## src/rtl/steak_order_judge.sv

```systemverilog
// Customer-side judge for steak doneness: issues orders, grades serves, keeps score.
// Optional STEAK_JUDGE_STREAK_EN adds a perfect-streak bonus (+5 on third perfect).
module steak_order_judge #(
  parameter int SCORE_W        = 8,
  parameter int TIMEOUT_CYCLES = 250000000
) (
  input  logic               clock,
  input  logic               resetn,
  input  logic               new_order,
  input  logic               serve,
  input  logic [2:0]         steak_state,
  output logic [2:0]         order_state,
  output logic               order_active,
  output logic               result_valid,
  output logic [1:0]         result_code,
  output logic [SCORE_W-1:0] score,
  output logic               clear_steak
);

  localparam int TW = $clog2(TIMEOUT_CYCLES + 1);
  localparam int AW = SCORE_W + 3;
  localparam logic [TW-1:0] T_LAST = TW'(TIMEOUT_CYCLES - 1);
  localparam logic [SCORE_W-1:0] S_MAX = '1;

  typedef enum logic [1:0] {
    S_IDLE,
    S_WAIT,
    S_JUDGE,
    S_REPORT
  } state_t;

  state_t             state_q, state_d;
  logic [7:0]         lfsr_q, lfsr_d;
  logic [TW-1:0]      timer_q, timer_d;
  logic [2:0]         order_q, order_d;
  logic [2:0]         served_q, served_d;
  logic               valid_q, valid_d;
  logic [1:0]         code_q, code_d;
  logic               clear_q, clear_d;
  logic [SCORE_W-1:0] score_q, score_d;
`ifdef STEAK_JUDGE_STREAK_EN
  logic [1:0]         streak_q, streak_d;
  logic [1:0]         streak_nx;
`endif

  logic [2:0]    v;
  logic [2:0]    order_map;
  logic [3:0]    diff;
  logic [1:0]    j_code;
  logic [2:0]    j_add;
  logic [AW-1:0] sum;

  // Order mapping folds 5..7 onto 0..2 so orders land in 2..6
  always_comb begin
    v         = lfsr_q[2:0];
    order_map = (v >= 3'd5) ? (v - 3'd5 + 3'd2) : (v + 3'd2);
  end

  always_comb begin
    diff = ({1'b0, served_q} >= {1'b0, order_q})
         ? ({1'b0, served_q} - {1'b0, order_q})
         : ({1'b0, order_q} - {1'b0, served_q});
    j_code = 2'd2;
    j_add  = 3'd0;
`ifdef STEAK_JUDGE_STREAK_EN
    streak_nx = 2'd0;
`endif
    if (diff == 4'd0) begin
      j_code = 2'd0;
      j_add  = 3'd3;
`ifdef STEAK_JUDGE_STREAK_EN
      if (streak_q == 2'd2) begin
        j_add     = 3'd5;
        streak_nx = 2'd0;
      end else begin
        streak_nx = streak_q + 2'd1;
      end
`endif
    end else if (diff == 4'd1 && served_q != 3'd7) begin
      j_code = 2'd1;
      j_add  = 3'd1;
    end
    sum = AW'(score_q) + AW'(j_add);
  end

  always_comb begin
    state_d  = state_q;
    lfsr_d   = {lfsr_q[6:0], lfsr_q[7] ^ lfsr_q[5] ^ lfsr_q[4] ^ lfsr_q[3]};
    timer_d  = timer_q;
    order_d  = order_q;
    served_d = served_q;
    valid_d  = 1'b0;
    code_d   = code_q;
    clear_d  = 1'b0;
    score_d  = score_q;
`ifdef STEAK_JUDGE_STREAK_EN
    streak_d = streak_q;
`endif
    unique case (state_q)
      S_IDLE: begin
        if (new_order) begin
          order_d = order_map;
          timer_d = '0;
          state_d = S_WAIT;
        end
      end
      S_WAIT: begin
        timer_d = timer_q + TW'(1);
        if (serve && steak_state != 3'd0) begin
          served_d = steak_state;
          state_d  = S_JUDGE;
        end else if (timer_q == T_LAST) begin
          state_d = S_REPORT;
          valid_d = 1'b1;
          code_d  = 2'd3;
          score_d = (score_q == '0) ? '0 : score_q - SCORE_W'(1);
`ifdef STEAK_JUDGE_STREAK_EN
          streak_d = 2'd0;
`endif
        end
      end
      S_JUDGE: begin
        state_d = S_REPORT;
        valid_d = 1'b1;
        clear_d = 1'b1;
        code_d  = j_code;
        score_d = (sum > AW'(S_MAX)) ? S_MAX : sum[SCORE_W-1:0];
`ifdef STEAK_JUDGE_STREAK_EN
        streak_d = streak_nx;
`endif
      end
      S_REPORT: begin
        order_d = 3'd0;
        state_d = S_IDLE;
      end
      default: state_d = S_IDLE;
    endcase
  end

  always_ff @(posedge clock) begin
    if (!resetn) begin
      state_q  <= S_IDLE;
      lfsr_q   <= 8'hA5;
      timer_q  <= '0;
      order_q  <= 3'd0;
      served_q <= 3'd0;
      valid_q  <= 1'b0;
      code_q   <= 2'd0;
      clear_q  <= 1'b0;
      score_q  <= '0;
`ifdef STEAK_JUDGE_STREAK_EN
      streak_q <= 2'd0;
`endif
    end else begin
      state_q  <= state_d;
      lfsr_q   <= lfsr_d;
      timer_q  <= timer_d;
      order_q  <= order_d;
      served_q <= served_d;
      valid_q  <= valid_d;
      code_q   <= code_d;
      clear_q  <= clear_d;
      score_q  <= score_d;
`ifdef STEAK_JUDGE_STREAK_EN
      streak_q <= streak_d;
`endif
    end
  end

  assign order_state  = order_q;
  assign order_active = (state_q == S_WAIT);
  assign result_valid = valid_q;
  assign result_code  = code_q;
  assign score        = score_q;
  assign clear_steak  = clear_q;

endmodule
```

## config.mk

```make
export PLATFORM = sky130hd
export DESIGN_NAME = steak_order_judge
export DESIGN_NICKNAME = d
export VERILOG_FILES = /design/src/rtl/steak_order_judge.sv
export SDC_FILE = /design/constraint.sdc
export NUM_CORES = 1
export LEC_CHECK = 0
export CAP_MARGIN = 10
export CORE_ASPECT_RATIO = 1.1
export CORE_MARGIN = 2
export CORE_UTILIZATION = 30
export CTS_CLUSTER_DIAMETER = 40
export DETAILED_ROUTE_END_ITERATION = 10
export GPL_ROUTABILITY_DRIVEN = 0
export SKIP_LAST_GASP = 1
export SLEW_MARGIN = 20
export SYNTH_ARGS = -nofsm -noshare
export SYNTH_HDL_FRONTEND = slang
export SYNTH_SLANG_ARGS = --single-unit
export TNS_END_PERCENT = 5
```

## constraint.sdc

```tcl
create_clock -name clock -period 5.2 [get_ports clock]
set_clock_uncertainty 0.2 [all_clocks]
set_input_delay 1.3 -clock clock [delete_from_list [all_inputs] [get_ports clock]]
set_output_delay 1.3 -clock clock [all_outputs]
set_load 0.01 [all_outputs]
```

==> flow_metrics.env <==
export IMPL_status="finished, final reports clean"
export IMPL_drv_slew=0
export IMPL_post_cts_resized=0
export IMPL_setup_tns_ps=0
export IMPL_antenna_found_initial=0
export IMPL_synthTopCellsByCount="dfxtp_1 (56), nor2_1 (43), nand2_1 (29), xor2_1 (25), inv_1 (23)"
export IMPL_cp_start_kind="register"
export IMPL_cp_max_fo=6
export IMPL_syn_to_final_growth_pct=16.23
export IMPL_die_y_um=111.8
export IMPL_die_area_um2=11400
export IMPL_yosysTopAreaCell="dfxtp_1"
export IMPL_min_delay_start="lfsr_q[6]"
export IMPL_path_class="reg -> reg"
export IMPL_cts_tree="done"
export IMPL_core_area_um2=10340
export IMPL_r2r_end="score[5]"
export IMPL_synth_top_area_share_pct=35.39
export IMPL_insertion_delay_ps=290
export IMPL_multi_input_area_um2=1882
export IMPL_crit_top_cell="fa_1"
export IMPL_synthFlopType="dfxtp_1"
export IMPL_hp_class="reg -> reg"
export IMPL_power_leakage_uw=0.001322
export IMPL_hold_ws_ps=222.9
export IMPL_via_per_inst=4.968
export IMPL_yosysWarnings=0
export IMPL_peakVddDrop_v=0.0002035
export IMPL_dr_total_vias=2678
export IMPL_cts_sinks=56
export IMPL_cts_htree_levels=2
export IMPL_crit_chain="inv_1 -> ha_1 -> fa_1 -> inv_1 -> fa_1 -> a2111oi_0 -> o22a_1 -> ha_1 -> fa_1 -> and4_1 -> nand2_1 -> a41oi_1 -> nand3_1 -> o21ai_1"
export IMPL_dpl_hpwl_mm=4.978
export IMPL_critPathBufInv=2
export IMPL_layout_cells_non_filler=539
export IMPL_reg2reg_depth=14
export IMPL_wl_per_cell_um=12.75
export IMPL_drt_iter0_markers=95
export IMPL_worstMarginPinSlew_ps=774.4
export IMPL_start_util_pct=30.62
export IMPL_rows=39
export IMPL_synthTopCellsByArea="dfxtp_1 (35%), xor2_1 (6.9%), ha_1 (6.7%)"
export IMPL_first_pass_iters=6
export IMPL_post_cts_buffers=0
export IMPL_synth_seq_area_share_pct=35.39
export IMPL_syn_inst=379
export IMPL_io_pins=23
export IMPL_numPortBuffers=22
export IMPL_cp_depth=14
export IMPL_postCtsHoldBufs=0
export IMPL_grt_use_total_pct=12.23
export IMPL_fin_crit_sh_pct=76.08
export IMPL_cap_violations=0
export IMPL_yosysUniqueCellTypes=53
export IMPL_path_delay_family="adder cells"
export IMPL_cp_slowest_cell="a2111oi_0"
export IMPL_end_kind="register"
export IMPL_clkTransAtPathRegs_ps=80
export IMPL_drcViolationCount=0
export IMPL_synth_nets=407
export IMPL_drtAntennaViolNets=0
export IMPL_root_buffer="clkbuf_16"
export IMPL_critPathRequiredTime_ps=5230
export IMPL_rsz0062_at_grt="no"
export IMPL_grt_pass1_wl_mm=11.65
export IMPL_synth_edff_count=0
export IMPL_holdPathEnd="lfsr_q[7]"
export IMPL_drive_gt1_share_pct=3.788
export IMPL_overflow=0
export IMPL_dp_cells=531
export IMPL_hold_path_depth=1
export IMPL_cts_buffer_depth=2
export IMPL_wirelength_mm=6.873
export IMPL_finalHoldViolations=0
export IMPL_cts_buffers=5
export IMPL_yosysMostFrequentCell="dfxtp_1"
export IMPL_max_freq_ghz=0.2528
export IMPL_async_flop_share_pct=0
export IMPL_synth_area_um2=3168
export IMPL_r2r_slack_ps=1240
export IMPL_critPathMaxStageDelay_ps=570
export IMPL_n_fill_cell=1098
export IMPL_n_antenna_cell=0
export IMPL_design_area_um2=3682
export IMPL_ff_latch_area_um2=1121
export IMPL_die_x_um=102.0
export IMPL_r2r_start="served_q[0]"
export IMPL_pwr_density_cell_nw_per_um2=474.9
export IMPL_setup_viol=0
export IMPL_slew_headroom_pct=48.21
export IMPL_syn_area_per_cell_um2=8.359
export IMPL_arrival_ps=3980
export IMPL_ys_ff_latch=56
export IMPL_grt_pass1_vias=2570
export IMPL_fin_crit_ps=3956
export IMPL_fin_nets=423
export IMPL_place_area_um2=3515
export IMPL_grt_start_max_net_pins=27
export IMPL_final_util_pct=35.60
-- per-layer routing --
metal  global-route usage [%]  wire (um)  up-vias  share of wire (%)
met5                        0          0        -                  0
met4                    3.111         77        0                1.1
met3                    2.197        176        9                2.6
met2                    21.75       3413       36                 50
met1                    15.03       3206     1264                 47
li1                         -          -     1369                  -
-- how the worst max path moves through the flow --
stage / end / slack (ps) / start
2_1_floorplan: score[6] / 1590 / order_state[0]
3_3_place_gp: score[6] / 1370 / served_q[0]
3_5_place_dp: score[5] / 1250 / served_q[0]
4_1_cts: score[5] / 1230 / served_q[0]
5_1_grt: score[6] / 800 / served_q[0]
6_report: score[5] / 1240 / served_q[0]
-- cells by family after synthesis --
| family | after synthesis | synth area share, % |
|---|---|---|
| adder cells (fa/ha/maj) | 21 | 9.242 |
| buffers and inverters | 40 | 5.213 |
| AO/OA/AOI/OAI | 73 | 15.64 |
| AND/OR/NAND/NOR | 155 | 25.00 |
| flip-flops | 56 | 35.39 |
| multiplexers | 3 | 0.9479 |
| XOR/XNOR | 31 | 8.570 |
-- stage by stage --
step                      total power (uW)  setup slack (ps)
after floorplan                       1160              1592
after global placement                1365              1371
after detailed placement              1370              1246
after CTS                             1757              1228
after global routing                  1890             800.8
final                                 1749              1244
-- sequential cells by signal, summed over array words and instances (netlist names) --
signal,flops
clear_steak,1
lfsr_q,8
order_state,3
result_code,2
result_valid,1
score,8
served_q,3
state_q,2
timer_q,28
-- area by class of cell --
class | instances | area share, %
multi-input combinational | 283 | 51.10
inverter | 24 | 2.446
timing repair buffer | 25 | 6.592
clock inverter | 2 | 1.053
sequential | 56 | 30.45
tap | 143 | 4.859
clock buffer | 6 | 3.500
-- power by group --
part           internal [uW]  switching [uW]
Combinational            338             464
Sequential               483            81.7
Clock                    229             153
-- placed cells by master, fill, tap and decap left out, drive strengths merged, types with 10 or more instances in the layout --
| master | instances |
|---|---|
| clkdlybuf4s50 | 22 |
| a21oi | 17 |
| nor2 | 43 |
| nand4 | 14 |
| xor2 | 25 |
| and2 | 10 |
| ha | 17 |
| nand2 | 29 |
| inv | 24 |
| dfxtp | 56 |
| o21ai | 15 |
| nand3 | 21 |
Power figures use the tool's default switching activity.
==> patch 1, RTL diff (config.mk and constraints unchanged) <==
Add an input register stage for `new_order`, `serve` and `steak_state`, with the module's reset; this delays them by one clock.
--- a/src/rtl/steak_order_judge.sv
+++ b/src/rtl/steak_order_judge.sv
@@ -30,2 +30,18 @@
   } state_t;
+
+  logic new_order_q;
+  logic serve_q;
+  logic [2:0] steak_state_q;
+
+  always_ff @(posedge clock) begin
+    if (!resetn) begin
+      new_order_q   <= '0;
+      serve_q       <= '0;
+      steak_state_q <= '0;
+    end else begin
+      new_order_q   <= new_order;
+      serve_q       <= serve;
+      steak_state_q <= steak_state;
+    end
+  end
 
@@ -100,3 +116,3 @@
       S_IDLE: begin
-        if (new_order) begin
+        if (new_order_q) begin
           order_d = order_map;
@@ -108,4 +124,4 @@
         timer_d = timer_q + TW'(1);
-        if (serve && steak_state != 3'd0) begin
-          served_d = steak_state;
+        if (serve_q && steak_state_q != 3'd0) begin
+          served_d = steak_state_q;
           state_d  = S_JUDGE;
Function: changed (a bounded check fails within 4 cycles, from zero or initial values and one cycle with resetn low).
==> patch 1 against the original RTL <==
- count of clock-buffer cells in the layout is 3 higher
- combinational power rose by 5.0%
- area after synthesis increased by 11%
- cell area rose by 12%
- power is 23% higher
- sequential cell count is 5 higher
- worst setup slack better by 0.046 ns
- routed wire length is 9.0% higher
==> patch 1: results (changes against the original RTL) <==
DP HPWL 5250 um (was 4980 um); top post-synthesis cells by count dfxtp_1 (61), nor2_1 (39), nand2_1 (30) (was dfxtp_1 (56), nor2_1 (43), nand2_1 (29)); Syn Inst Count 398 (was 379); top cells by area, synth dfxtp_1 (35%), ha_1 (6.1%), xnor2_1 (4.7%), nor2_1 (4.2%), a21oi_1 (3.3%) (was dfxtp_1 (35%), xor2_1 (6.9%), ha_1 (6.7%), nor2_1 (5.1%), nand2_1 (3.4%)); vias in the first global route 2752 (was 2570); Comb power 0.842 mW (was 0.802 mW); Iter 0 DRT Violations 111 (was 95); syn nets 426 (was 407); Netlist cell types 70 (was 53); Critical Path AT 3.91 ns (was 3.98 ns); area fraction in compound gates after synthesis 14.5% (was 15.6%); Seq/Total Area, Yosys 34.8% (was 35.4%); Worst-path clk slew 0.06 ns (was 0.08 ns); non-filler cells, final 570 (was 539); critical path peak fanout 5 (was 6); clk root buf clkbuf_16 (unchanged); reg2reg end score[7] (was score[5]); layout cell share with drive strength beyond 1 9.29% (was 3.79%); met1 Track Usage GR 16.2% (was 15.0%); Clk pwr share 32.4% (was 21.9%); reg-to-reg slack, setup 1.29 ns (was 1.24 ns); GRT Overall Usage 12.8% (was 12.2%); worst skew pair latency 0.33 ns (was 0.29 ns); worst-case vdd ir drop 0.231 mV (was 0.203 mV); first-pass GRT wire length 13000 um (was 11600 um); hold slack final 0.213 ns (was 0.223 ns); placed cells 554 (was 531); 1st-pass router iterations 4 (was 6); outcome completed (unchanged); H-tree depth 3 (was 2); TritonCTS Buffers 9 (was 5); DP Area 0.00378 mm^2 (was 0.00351 mm^2); cell leakage power 1.41 nW (was 1.32 nW); post-synthesis mux area share 2.21% (was 0.948%); routed length per instance 13.1 um (was 12.8 um); CTS max path bufs 2 (unchanged); antenna violations before repair 0 (unchanged); Synth Area in XOR/XNOR 6.24% (was 8.57%); met3 usage 3.06% (was 2.20%); DR vias 2888 (was 2678); switching power share of the total 36.1% (was 39.9%); grt met2 use 20.5% (was 21.8%); Worst-Margin Slew 0.705 ns (was 0.774 ns); largest net degree at the start of global routing 18 (was 27); # nets final 443 (was 423); Psw 0.777 mW (was 0.698 mW)
-- patch 1: cell count changes in the layout (fill, tap and decap cells not counted), moves of 5 or more --
cell	unedited run	this run
xor2_1	25	6
xnor2_1	6	19
nand4_1	14	7
a21oi_1	17	23
nand3_1	21	15
nor3_1	7	13
dfxtp_1	56	61
o21ai_0	10	15
o21ai_1	5	0
-- patch 1: kinds of logic (layout without fill, tap and decap cells) --
logic type      Yosys count  count (layout)
mux                       7               7
xor+xnor                 25              25
compound gates           76              76
flops                    61              61
simple gates            165             165
fa+ha+maj                21              21
buf+inv                  43              65
-- patch 1: critical path, cell delays in order, from the launching register on --
cell      delay [ns]
dfxtp_1         0.38
inv_1           0.08
ha_1            0.21
fa_1            0.37
inv_1           0.08
fa_1            0.41
a211oi_1        0.32
nor2_1          0.07
nor3b_1         0.37
ha_1            0.30
a21oi_1         0.34
nor3_1          0.11
mux2_2          0.28
a22oi_1         0.14
a211oi_1        0.10
-- patch 1: worst max path at each step --
stage,from,endpoint,slack [ns],depth (start not counted)
detailed placement,served_q[0],score[7],1.32,14
global placement,served_q[0],score[7],1.43,14
finish,served_q[0],score[7],1.29,14
floorplan,served_q[0],score[7],1.72,14
global route,served_q[0],score[7],1.01,14
CTS,served_q[0],score[7],1.29,14
-- patch 1: metal layers --
metal | up-vias | routed length (um) | share of wire (%)
li1 | 1459 | - | -
met1 | 1371 | 3600 | 48
met2 | 46 | 3500 | 47
met3 | 12 | 252 | 3.4
met4 | 0 | 136 | 1.8
met5 | - | 0 | 0
-- patch 1: cell type report --
cell class / count / area [um^2]
clock inverters: 7 / 124
flip-flops and latches: 61 / 1220
fillers: 1155 / 7310
multi-input cells: 294 / 2040
inverters: 25 / 93.8
well taps: 150 / 188
clock buffers: 9 / 225
repair buffers: 24 / 235
==> patch 2, RTL diff (config.mk and constraints unchanged) <==
Without the edit above. Add a define of `STEAK_JUDGE_STREAK_EN`.
--- a/src/rtl/steak_order_judge.sv
+++ b/src/rtl/steak_order_judge.sv
@@ -2,2 +2,4 @@
 // Optional STEAK_JUDGE_STREAK_EN adds a perfect-streak bonus (+5 on third perfect).
+`define STEAK_JUDGE_STREAK_EN
+
 module steak_order_judge #(
Function: same outputs for any inputs over 10 cycles, from zero or initial values and one cycle with resetn low; that may be too few to reach the edited logic, so the function may still have changed.
==> patch 2 against the original RTL <==
- area after synthesis increased by 4.1%
- cell area increased by 7.8%
- sequential cell count increased by 2
- routed wire length increased by 6.7%
- power increased by 9.0%
- worst setup slack improved by 0.049 ns
- largest power group unchanged
- largest cell class unchanged
- critical endpoint is now score[1]
- worst hold slack got worse by 0.010 ns
==> patch 2: results (changes against the original RTL) <==
top post-synthesis cells by count dfxtp_1 (58), nor2_1 (39), nand2_1 (28) (was dfxtp_1 (56), nor2_1 (43), nand2_1 (29)); outcome completed (unchanged); Worst-path clk slew 0.06 ns (was 0.08 ns); # nets final 438 (was 423); WL final 7330 um (was 6870 um); placed cells 545 (was 531); post-placement setup slack 1.28 ns (was 1.25 ns); layout cell share with drive strength beyond 1 7.25% (was 3.79%); GRT Overall Usage 13.4% (was 12.2%); 1st-pass router iterations 4 (was 6); syn nets 417 (was 407); Critical Path Max Stage Delay 0.42 ns (was 0.57 ns); CP Capture Point score[1] (was score[5]); top cells by area, synth dfxtp_1 (35%), ha_1 (6.8%), xor2_1 (5.0%), nor2_1 (4.4%), nand2_1 (3.2%) (was dfxtp_1 (35%), xor2_1 (6.9%), ha_1 (6.7%), nor2_1 (5.1%), nand2_1 (3.4%)); cell leakage power 1.43 nW (was 1.32 nW); Tcrit/Tclk final 75.1% (was 76.1%); DP HPWL 5230 um (was 4980 um); Seq/Total Area, Yosys 35.2% (was 35.4%); TritonCTS Buffers 9 (was 5); DP Area 0.00366 mm^2 (was 0.00351 mm^2); Worst path slowest cell nor3_1 (was a2111oi_0); hold slack final 0.213 ns (was 0.223 ns); Worst-Margin Slew 0.838 ns (was 0.774 ns); Reg2Reg Depth 14 (unchanged); Int Power 1.21 mW (was 1.05 mW); worst-case vdd ir drop 0.144 mV (was 0.203 mV); worst skew pair latency 0.33 ns (was 0.29 ns); cell family with most CP delay compound AO/OA/AOI/OAI gates (was adder cells); vias in the first global route 2796 (was 2570); non-filler cells, final 561 (was 539); Netlist cell types 60 (was 53); Via density 5.06 (was 4.97); critical path peak fanout 5 (was 6); Iter 0 DRT Violations 125 (was 95); first-pass GRT wire length 13100 um (was 11600 um); H-tree depth 3 (was 2); Avg Inst Size Synth 8.50 um^2 (was 8.36 um^2); largest net degree at the start of global routing 26 (was 27); Critical Path AT 3.94 ns (was 3.98 ns)
==> patch 2: changes by cell type after synthesis, moves of 4 or more <==
cell	delta
o21ai_0	+6
o311ai_1	-4
xor2_1	-6
nand3_1	-6
and3_1	+4
nor2_1	-4
==> patch 2: how the worst min path moves through the flow <==
stage,from,to,cells after the start
2_1_floorplan,lfsr_q[6],lfsr_q[7],1
3_3_place_gp,lfsr_q[6],lfsr_q[7],1
3_5_place_dp,lfsr_q[6],lfsr_q[7],1
4_1_cts,lfsr_q[6],lfsr_q[7],1
5_1_grt,lfsr_q[6],lfsr_q[7],1
6_report,lfsr_q[6],lfsr_q[7],1
==> patch 2: kinds of logic after synthesis <==
group	after synthesis	synth area share [%]
AND/OR/NAND/NOR	155	25.4
AO/OA/AOI/OAI	85	17.4
flip-flops	58	35.2
buffers and inverters	38	4.44
XOR/XNOR	26	6.90
adder cells (fa/ha/maj)	22	9.26
multiplexers	4	1.37
==> patch 2: routing by layer <==
metal	vias up	GRT usage [%]	share of wire, %
li1	1450	-	-
met1	1345	16.2	47
met2	37	22.6	49
met3	8	4.17	3.3
met4	0	4.59	0.97
met5	-	0	0
==> patch 2: area by class of cell <==
class	instances	area (um^2)
fill	1111	6840
multi-input combinational	292	1990
clock inverter	5	52.6
clock buffer	11	253
tap	147	184
timing repair buffer	25	243
inverter	23	86.3
sequential	58	1160
==> patch 2: power by group through the flow <==
stage                     clock network, mW  registers, mW  logic (mW)
final                                 0.600          0.562       0.744
after global placement                    0          0.570       0.730
after detailed placement                  0          0.572       0.748
after CTS                             0.615          0.563       0.750
after global routing                  0.638          0.574       0.849
after floorplan                           0          0.558       0.551
